File: src/rtl/snoopy_bus_arbiter_if.sv
// Snoopy bus arbiter interface: per-cache request/command inputs, snoop
// responses from every cache, and the arbiter's registered grant/broadcast
// outputs. The master modport is the arbiter; the slave modport is the
// cache-controller side.
interface snoopy_bus_arbiter_if #(
    parameter int NUM_CACHES    = 4,
    parameter int COMMAND_WIDTH = 2
);
    localparam int ID_WIDTH = (NUM_CACHES > 1) ? $clog2(NUM_CACHES) : 1;

    logic [NUM_CACHES-1:0]               request;
    logic [NUM_CACHES*COMMAND_WIDTH-1:0] commandIn;
    logic [NUM_CACHES-1:0]               grant;
    logic [COMMAND_WIDTH-1:0]            commandOut;
    logic                                commandValid;
    logic [ID_WIDTH-1:0]                 sourceId;
    logic [NUM_CACHES-1:0]               snoopRequest;
    logic [NUM_CACHES-1:0]               sharedIn;
    logic                                sharedOut;
    logic [NUM_CACHES-1:0]               supplierGrant;
    logic                                memoryRequest;
    logic                                done;

    modport master (
        input  request, commandIn, snoopRequest, sharedIn, done,
        output grant, commandOut, commandValid, sourceId,
               sharedOut, supplierGrant, memoryRequest
    );

    modport slave (
        output request, commandIn, snoopRequest, sharedIn, done,
        input  grant, commandOut, commandValid, sourceId,
               sharedOut, supplierGrant, memoryRequest
    );
endinterface

File: src/rtl/snoopy_bus_arbiter.sv
// Snoopy bus arbiter: round-robin selection of one initiator, one-cycle snoop
// broadcast, then either a data phase (cache-to-cache or memory) ending on
// done, or straight to release for non-data commands. All outputs registered.
module snoopy_bus_arbiter #(
    parameter int NUM_CACHES    = 4,
    parameter int COMMAND_WIDTH = 2
) (
    input  logic                 clock,
    input  logic                 reset,
    snoopy_bus_arbiter_if.master bus
);
    localparam int ID_WIDTH = (NUM_CACHES > 1) ? $clog2(NUM_CACHES) : 1;

    // Bus command encoding
    localparam logic [COMMAND_WIDTH-1:0] BUS_READ           = COMMAND_WIDTH'(1);
    localparam logic [COMMAND_WIDTH-1:0] BUS_READ_EXCLUSIVE = COMMAND_WIDTH'(2);

    typedef enum logic [1:0] {
        IDLE,
        SNOOP,
        TRANSFER,
        RELEASE
    } state_t;

    state_t                   r_state;
    logic [ID_WIDTH-1:0]      r_ptr;
    logic [NUM_CACHES-1:0]    r_grant;
    logic [COMMAND_WIDTH-1:0] r_command;
    logic                     r_valid;
    logic [ID_WIDTH-1:0]      r_source;
    logic                     r_shared;
    logic [NUM_CACHES-1:0]    r_supplier;
    logic                     r_mem;

    logic                     w_sel_found;
    logic [ID_WIDTH-1:0]      w_sel_idx;
    logic [COMMAND_WIDTH-1:0] w_sel_cmd;
    logic [NUM_CACHES-1:0]    w_self_mask;
    logic [NUM_CACHES-1:0]    w_snoop_masked;
    logic [NUM_CACHES-1:0]    w_shared_masked;
    logic                     w_sup_found;
    logic [NUM_CACHES-1:0]    w_sup_onehot;
    logic                     w_is_data;
    logic [ID_WIDTH-1:0]      w_next_ptr;

    assign bus.grant         = r_grant;
    assign bus.commandOut    = r_command;
    assign bus.commandValid  = r_valid;
    assign bus.sourceId      = r_source;
    assign bus.sharedOut     = r_shared;
    assign bus.supplierGrant = r_supplier;
    assign bus.memoryRequest = r_mem;

    assign w_self_mask     = ~(NUM_CACHES'(1) << r_source);
    assign w_snoop_masked  = bus.snoopRequest & w_self_mask;
    assign w_shared_masked = bus.sharedIn & w_self_mask;
    assign w_is_data       = (r_command == BUS_READ) || (r_command == BUS_READ_EXCLUSIVE);
    assign w_next_ptr      = (r_source == ID_WIDTH'(NUM_CACHES - 1)) ? '0 : r_source + 1'b1;

    // Round-robin pick: first requester at or after the pointer, wrapping
    always_comb begin
        w_sel_found = 1'b0;
        w_sel_idx   = '0;
        w_sel_cmd   = '0;
        for (int unsigned k = 0; k < NUM_CACHES; k++) begin
            for (int unsigned i = 0; i < NUM_CACHES; i++) begin
                if (!w_sel_found && bus.request[i]
                    && (i == (int'(r_ptr) + k) % NUM_CACHES)) begin
                    w_sel_found = 1'b1;
                    w_sel_idx   = ID_WIDTH'(i);
                    w_sel_cmd   = bus.commandIn[i*COMMAND_WIDTH +: COMMAND_WIDTH];
                end
            end
        end
    end

    // Supplier is the lowest-indexed cache offering data (initiator excluded)
    always_comb begin
        w_sup_found  = 1'b0;
        w_sup_onehot = '0;
        for (int unsigned i = 0; i < NUM_CACHES; i++) begin
            if (!w_sup_found && w_snoop_masked[i]) begin
                w_sup_found  = 1'b1;
                w_sup_onehot = NUM_CACHES'(1) << i;
            end
        end
    end

    // Transaction FSM with registered bus outputs
    always_ff @(posedge clock or negedge reset) begin
        if (!reset) begin
            r_state    <= IDLE;
            r_ptr      <= '0;
            r_grant    <= '0;
            r_command  <= '0;
            r_valid    <= 1'b0;
            r_source   <= '0;
            r_shared   <= 1'b0;
            r_supplier <= '0;
            r_mem      <= 1'b0;
        end else begin
            case (r_state)
                IDLE: begin
                    if (w_sel_found) begin
                        r_grant   <= NUM_CACHES'(1) << w_sel_idx;
                        r_source  <= w_sel_idx;
                        r_command <= w_sel_cmd;
                        r_valid   <= 1'b1;
                        r_state   <= SNOOP;
                    end
                end
                SNOOP: begin
                    r_valid <= 1'b0;
                    if (w_is_data) begin
                        r_shared <= |w_shared_masked;
                        if (w_sup_found) begin
                            r_supplier <= w_sup_onehot;
                            r_mem      <= 1'b0;
                        end else begin
                            r_supplier <= '0;
                            r_mem      <= 1'b1;
                        end
                        r_state <= TRANSFER;
                    end else begin
                        r_grant <= '0;
                        r_state <= RELEASE;
                    end
                end
                TRANSFER: begin
                    if (bus.done) begin
                        r_grant    <= '0;
                        r_supplier <= '0;
                        r_mem      <= 1'b0;
                        r_shared   <= 1'b0;
                        r_state    <= RELEASE;
                    end
                end
                RELEASE: begin
                    r_ptr   <= w_next_ptr;
                    r_state <= IDLE;
                end
                default: r_state <= IDLE;
            endcase
        end
    end
endmodule

File: src/flat_wrapper.sv
// flat-port wrapper written by rule: the top's interface ports become plain ports
module snoopy_bus_arbiter_flat 
#(
    parameter int NUM_CACHES    = 4,
    parameter int COMMAND_WIDTH = 2
)
  (clock, reset, bus_request, bus_commandIn, bus_snoopRequest, bus_sharedIn, bus_done, bus_grant, bus_commandOut, bus_commandValid, bus_sourceId, bus_sharedOut, bus_supplierGrant, bus_memoryRequest);
  snoopy_bus_arbiter_if #(.NUM_CACHES(NUM_CACHES), .COMMAND_WIDTH(COMMAND_WIDTH)) bus_i ();
  input  logic clock;
  input  logic reset;
  input wire logic [$bits(bus_i.request)-1:0] bus_request;
  input wire logic [$bits(bus_i.commandIn)-1:0] bus_commandIn;
  input wire logic [$bits(bus_i.snoopRequest)-1:0] bus_snoopRequest;
  input wire logic [$bits(bus_i.sharedIn)-1:0] bus_sharedIn;
  input wire logic [$bits(bus_i.done)-1:0] bus_done;
  output wire logic [$bits(bus_i.grant)-1:0] bus_grant;
  output wire logic [$bits(bus_i.commandOut)-1:0] bus_commandOut;
  output wire logic [$bits(bus_i.commandValid)-1:0] bus_commandValid;
  output wire logic [$bits(bus_i.sourceId)-1:0] bus_sourceId;
  output wire logic [$bits(bus_i.sharedOut)-1:0] bus_sharedOut;
  output wire logic [$bits(bus_i.supplierGrant)-1:0] bus_supplierGrant;
  output wire logic [$bits(bus_i.memoryRequest)-1:0] bus_memoryRequest;
  assign bus_i.request = bus_request;
  assign bus_i.commandIn = bus_commandIn;
  assign bus_i.snoopRequest = bus_snoopRequest;
  assign bus_i.sharedIn = bus_sharedIn;
  assign bus_i.done = bus_done;
  assign bus_grant = bus_i.grant;
  assign bus_commandOut = bus_i.commandOut;
  assign bus_commandValid = bus_i.commandValid;
  assign bus_sourceId = bus_i.sourceId;
  assign bus_sharedOut = bus_i.sharedOut;
  assign bus_supplierGrant = bus_i.supplierGrant;
  assign bus_memoryRequest = bus_i.memoryRequest;
  snoopy_bus_arbiter #(.NUM_CACHES(NUM_CACHES), .COMMAND_WIDTH(COMMAND_WIDTH)) u_core (.clock(clock), .reset(reset), .bus(bus_i));
endmodule
File: config.mk
export PLATFORM = sky130hd
export DESIGN_NAME = snoopy_bus_arbiter_flat
export DESIGN_NICKNAME = d
export VERILOG_FILES = /design/src/rtl/snoopy_bus_arbiter_if.sv /design/src/rtl/snoopy_bus_arbiter.sv /design/src/flat_wrapper.sv
export SDC_FILE = /design/constraint.sdc
export NUM_CORES = 1
export LEC_CHECK = 0
export CAP_MARGIN = 25
export CORE_MARGIN = 5
export CORE_UTILIZATION = 44
export CTS_CLUSTER_DIAMETER = 60
export CTS_CLUSTER_SIZE = 24
export DETAILED_ROUTE_END_ITERATION = 10
export PLACE_DENSITY = 0.76
export SKIP_LAST_GASP = 1
export SYNTH_ARGS = -nofsm -noshare
export SYNTH_HDL_FRONTEND = slang
export SYNTH_SLANG_ARGS = --single-unit
File: constraint.sdc
create_clock -name clock -period 1.84 [get_ports clock]
set_clock_uncertainty 0.05 [all_clocks]
set_input_delay 0.184 -clock clock [delete_from_list [all_inputs] [get_ports clock]]
set_output_delay 0.184 -clock clock [all_outputs]
set_load 0.02 [all_outputs]
==> reports/summary.txt, run 1 <==
clock sink total: 19
DP Area: 2180 µm²
Leak: 0.00101 µW
Final Hold Viols: 0
CTS Buf Count: 3
DR iter-0 viols: 75
Port-buffer cells: 37
largest net degree at the start of global routing: 20
outcome: finished clean
Initial Utilization: 0.456
CTS tree: done
Skew-Pair Late Insertion Delay: 0.31 ns
Avg Inst Size Synth: 8.37 µm²
part of the cycle the worst path needs: 0.978
sw frac: 0.442
Finished Cell Area: 2300 µm²
critical path fanouts, max: 6
post-synthesis sequential area ratio: 0.312
Ys Warns: 0
CP Launch Type: flop
PwrDens: 1350 nW/µm²
normalized max-slew margin: 0.747
via count: 1613
Nets: 288
combinational power share: 0.687
Avg WL per Cell: 14.2 µm
first-pass GRT wire length: 6980 µm
area fraction of the dominant cell type after synthesis: 0.312
synth top area cells: dfrtp_1, ha_1, o21ai_0
CTS clock-pin slew for the worst setup and hold paths: 0.13 ns
Diodes inserted: 0
FF+latch count, synth: 19
syn nets: 215
max-cap violations: 0
Mapped Area: 1520 µm²
FILL cells: 283
P&R area growth vs syn: 51.4%
Least-Margin Pin Slew: 0.374 ns
Setup Viol. Count Final: 0
Horiz. Die Dim: 68.8 µm
CTS root buffer: clkbuf_4
routed wire length: 4270 µm
Peak VDD IR: 0.000742 V
Period minus WS final: 1.80 ns
cell accounting for the most synthesized area: dfrtp_1
vias in the first global route: 1541
dpl hpwl: 3340 µm
clock share of power: 0.073
Die Ht: 68.8 µm
antenna violations before repair: 0
crit path DAT: 1.94 ns
hold_buf cts: 0
Netlist cell types: 48
worst endpoint required time: 1.99 ns
Hold WC Path Type: input pin to asynchronous set/reset pin
post-DR vias/cell: 5.38
Post-DRT Antenna Nets: 0
H-Tree Depth: 1
net switching power figure: 1370 µW
Slew Limit Fails: 0
share of layout cells above drive strength 1: 0.244
gr usage total: 0.193
worst setup path class: flop to flop
DP Cell Count: 293
fmax: 0.556 GHz
I/O pin count: 38
GPL Wtd Cong: 0.900
Crit. End Element: flop
async set-or-reset flop fraction in the synthesized netlist: 1.00
Post-synth top cells: dfrtp_1, nand2_1, o21ai_0
Int Pwr: 1730 µW
drt drc: 0
Max clock buf depth: 2
cell count after synthesis: 182
drt pass-1 iters: 4
die area: 4740 µm²
fin cells: 300
Post-synth EDFFs: 0
ys flop type: dfrtp_1
total congestion overflow: 0
# rows: 21
unrepaired setup endpoints after global routing: yes
sequential share of power: 0.240
core area: 3340 µm²
==> cells by family (layout without fill, tap and decap cells) <==
| logic type | after synthesis | in the layout | share of synthesized area |
|---|---|---|---|
| compound gates | 49 | 49 | 0.232 |
| xor+xnor | 1 | 1 | 0.00575 |
| fa+ha+maj | 10 | 10 | 0.0822 |
| buf+inv | 23 | 95 | 0.0633 |
| flops | 19 | 19 | 0.312 |
| mux | 1 | 1 | 0.00739 |
| simple gates | 79 | 79 | 0.297 |
==> state kept, by name, summed over array words and instances, names as in the netlist <==
name,flops
u_core.bus.commandOut,2
u_core.r_ptr,2
u_core.bus.sharedOut,1
u_core.bus.sourceId,2
u_core.bus.memoryRequest,1
u_core.bus.grant,4
u_core.bus.commandValid,1
u_core.r_state,2
u_core.bus.supplierGrant,4
==> through the flow <==
stage,util,total power (µW),TNS (ns),setup WS (ns),hold slack [ns]
global placement,0.654,2700,-0.638,-0.164,0.411
finish,0.691,3100,0,0.0412,0.145
floorplan,-,1900,0,0.0979,-0.162
global route,0.691,3370,-0.0332,-0.0332,0.163
CTS,0.666,3010,0,0.0121,0.153
detailed placement,0.654,2750,-1.03,-0.239,0.421
==> final cells by class <==
class                      instances  area, µm²  area share
clock inverter                     1       7.51     0.00326
clock buffer                       3       22.5     0.00977
timing repair buffer              76        669       0.290
multi-input combinational        140       1010       0.440
tap                               46       57.6      0.0250
inverter                          15       56.3      0.0244
sequential                        19        478       0.207
==> what timing repair did <==
item	4_1_cts	5_1_grt
pin swaps	0	7
setup endpoints to repair	1	4
cloned	0	0
buffers inserted	1	2
resized for setup	2	11
==> worst max-delay path, cell delays in order (launching register included) <==
cell and delay, ns:
dfrtp_2 0.48, nor4_2 0.29, buf_4 0.16, nand3b_1 0.17
a21oi_2 0.18, nor4_2 0.05, a221o_1 0.32
==> cell usage in the layout, fill, tap and decap left out, types with 3 or more instances in the layout <==
cell type,n
buf_4,38
clkdlybuf4s50_1,36
nand2_1,19
dfrtp_1,17
o21ai_0,15
inv_1,13
nand3_1,10
ha_1,10
nor2_1,9
nor2b_1,8
nand2b_1,6
nand3b_1,5
a21oi_1,5
o31ai_1,3
clkbuf_4,3
==> power by group through the flow <==
stage	combinational (µW)	sequential, µW	clock, µW
floorplan	1030	874	0
global placement	1960	743	0
detailed placement	2010	744	0
CTS	2040	736	233
global route	2360	772	247
finish	2130	746	227
==> layer usage <==
layer / vias up / global-route usage / routed length, µm
li1: 806 / - / -
met1: 748 / 0.247 / 1870
met2: 53 / 0.343 / 2100
met3: 6 / 0.0146 / 242
met4: 0 / 0.0608 / 59
met5: - / 0 / 0
==> path summary, 6_finish.rpt <==
path                                                       from                                      end  slack [ns]  cells after the start
worst max-delay path                u_core.r_ptr[0]$_DFFE_PN0N_     u_core.bus.commandOut[0]$_DFFE_PN0P_        0.04                      6
worst min-delay path                                      reset  u_core.bus.supplierGrant[3]$_DFFE_PN0P_        0.15                      2
worst max register to register      u_core.r_ptr[0]$_DFFE_PN0N_     u_core.bus.commandOut[0]$_DFFE_PN0P_        0.04                      6
worst min register to register  u_core.bus.grant[2]$_DFFE_PN0P_          u_core.bus.grant[2]$_DFFE_PN0P_        0.45                      2
max in group asynchronous                                 reset              u_core.r_ptr[0]$_DFFE_PN0N_        1.36                      2
min in group clock                               bus_request[1]      u_core.bus.commandValid$_DFFE_PN0P_        0.36                      4
Power figures use the tool's default switching activity.
==> inputs of run 2 (changes only) <==
- REMOVE_ABC_BUFFERS: not set -> 1
==> run 2 against run 1 <==
Net effect:
- sequential cell count stayed put
- wire length fell by 1.1%
- combinational power barely moved
- hold slack improved by 0.017 ns
- die area is the same
- global-route usage shrank 0.67 points
- sequential share of layout area hardly changed
- sequential power up 0.7%
- cell count is 0.33% lower
- design area about the same
- count of clock-buffer cells in the layout stayed put
- maximum frequency fell by 2.2%
==> reports/summary.txt, run 2 (synthesized netlist as in run 1, its figures left out) <==
Diodes inserted: 0 (unchanged)
largest net degree at the start of global routing: 20 (unchanged)
GPL Wtd Cong: 0.925 (+2.8%)
gr usage total: 0.186 (-0.00667)
most frequent cells in the layout: buf_4, clkdlybuf4s50_1, nand2_1
CTS Buf Count: 3 (unchanged)
CTS clock-pin slew for the worst setup and hold paths: 0.12 ns (about the same)
routed wire length: 4230 µm (-1.1%)
Final Hold Viols: 0 (unchanged)
Setup Viol. Count Final: 0 (unchanged)
P&R area growth vs syn: 51.3% (about the same)
pre-CTS setup slack: -0.282 ns (-0.0430 ns)
I/O pin count: 38 (unchanged)
share of layout cells above drive strength 1: 0.241 (-0.00299)
outcome: finished clean
Peak VDD IR: 0.000703 V (-5.2%)
Max clock buf depth: 2 (unchanged)
Least-Margin Pin Slew: 0.473 ns (+0.0998 ns)
delay-heaviest family, CP: simple AND/OR/NAND/NOR gates
CP Launch Type: flop
total power draw: 3110 µW (+0.18%)
RR Startpoint: u_core.r_ptr[1]$_DFFE_PN0N_
Leak: 0.00103 µW (+2.4%)
drt drc: 0 (unchanged)
total congestion overflow: 0 (unchanged)
Post-DRT Antenna Nets: 0 (unchanged)
Critical Path Slowest Stage Cell: or4b_4
CP Launch Point: u_core.r_ptr[1]$_DFFE_PN0N_
worst path cell trace: buf_4 -> nand3b_1 -> or4b_4 -> o31ai_2 -> nor4_1 -> a221o_1
FILL cells: 276 (-2.5%)
dpl hpwl: 3280 µm (-2.1%)
first-pass GRT wire length: 6710 µm (-3.9%)
Finished Cell Area: 2300 µm² (about the same)
Horiz. Die Dim: 68.8 µm (unchanged)
PwrDens: 1350 nW/µm² (+0.23%)
part of the cycle the worst path needs: 1.00 (+0.0223)
Avg WL per Cell: 14.1 µm (-0.72%)
Hold WC Path Type: input pin to asynchronous set/reset pin
Port-buffer cells: 37 (unchanged)
CP bufs+invs: 1 (unchanged)
DR iter-0 viols: 60 (-20%)
critical path's largest stage delay: 0.53 ns (+0.05 ns)
Skew-Pair Late Insertion Delay: 0.30 ns (about the same)
via count: 1611 (-0.12%)
Initial Utilization: 0.456 (unchanged)
critical path fanouts, max: 3 (-3)
vias in the first global route: 1579 (+2.5%)
CTS tree: done
clock sink total: 19 (unchanged)
crit path DAT: 1.97 ns (+0.03 ns)
post-DR vias/cell: 5.39 (+0.21%)
drt pass-1 iters: 4 (unchanged)
Nets: 287 (-0.35%)
Slew Limit Fails: 0 (unchanged)
antenna violations before repair: 0 (unchanged)
max-cap violations: 0 (unchanged)
worst setup path class: flop to flop
die area: 4740 µm² (unchanged)
normalized max-slew margin: 0.684 (-0.0635)
CTS root buffer: clkbuf_4
DP Area: 2170 µm² (-0.46%)
Crit. End Element: flop
Die Ht: 68.8 µm (unchanged)
worst endpoint required time: 1.97 ns (-0.02 ns)
fmax: 0.544 GHz (-2.2%)
H-Tree Depth: 1 (unchanged)
most common cell after layout, fill and taps aside: buf_4
core area: 3340 µm² (unchanged)
Final WS setup: 0.000103 ns (-0.0411 ns)
Period minus WS final: 1.84 ns (+0.0411 ns)
# rows: 21 (unchanged)
[run 2: path summary, 6_finish.rpt]
| kind | slack [ns] | depth (start not counted) | end |
|---|---|---|---|
| max | 0.0001 | 6 | u_core.bus.commandOut[0]$_DFFE_PN0P_ |
| min | 0.16 | 2 | u_core.bus.supplierGrant[2]$_DFFE_PN0P_ |
| max reg2reg | 0.0001 | 6 | u_core.bus.commandOut[0]$_DFFE_PN0P_ |
| min reg2reg | 0.45 | 2 | u_core.bus.supplierGrant[0]$_DFFE_PN0P_ |
| max in group asynchronous | 1.35 | 2 | u_core.r_ptr[1]$_DFFE_PN0N_ |
| min in group clock | 0.37 | 4 | u_core.bus.commandValid$_DFFE_PN0P_ |
[run 2: through the flow]
step | hold WS, ns | cells | util | setup TNS [ns]
final | 0.162 | 299 | 0.690 | 0
after CTS | 0.169 | 294 | 0.663 | 0
after global placement | 0.411 | 290 | 0.651 | -1.32
after floorplan | -0.162 | 174 | - | 0
after global routing | 0.178 | 299 | 0.690 | -0.0825
after detailed placement | 0.421 | 290 | 0.651 | -1.73
[run 2: report_power, final]
group | total (µW) | switching [µW] | internal, µW
combinational | 2140 | 1090 | 1050
clock | 216 | 135 | 81.0
sequential | 751 | 153 | 599
[run 2: timing repair]
item                       in CTS  in global routing
pin swaps                       0                  6
cloned                          0                  0
hold buffers                    0                  0
setup endpoints to repair       1                  8
buffers inserted                0                  5
resized for setup               4                  9
[run 2: worst register-to-register path, cell delays in order (launching register included)]
cell and delay (ns):
dfrtp_2 0.42, buf_4 0.14, nand3b_1 0.15, or4b_4 0.53, o31ai_2 0.07, nor4_1 0.08, a221o_1 0.30
[run 2: area by class of cell]
cell class / count / area, µm² / share of cell area
sequential: 19 / 478 / 0.207
tap: 46 / 57.6 / 0.0250
clock buffer: 3 / 22.5 / 0.00978
clock inverter: 1 / 5.00 / 0.00217
timing repair buffer: 75 / 676 / 0.293
multi-input combinational: 140 / 1010 / 0.438
inverter: 15 / 56.3 / 0.0244
[run 2: metal layers]
metal  vias to the layer above  global-route usage  wire length (µm)
li1                        813                   -                 -
met1                       738               0.231              1860
met2                        52               0.327              2050
met3                         8              0.0292               233
met4                         0              0.0633                80
met5                         -                   0                 0
==> inputs of run 3 (changes only) <==
- HOLD_SLACK_MARGIN: not set -> 0.03
==> results of run 3 <==
Final layout, timing and power as in run 2 (identical DEF).
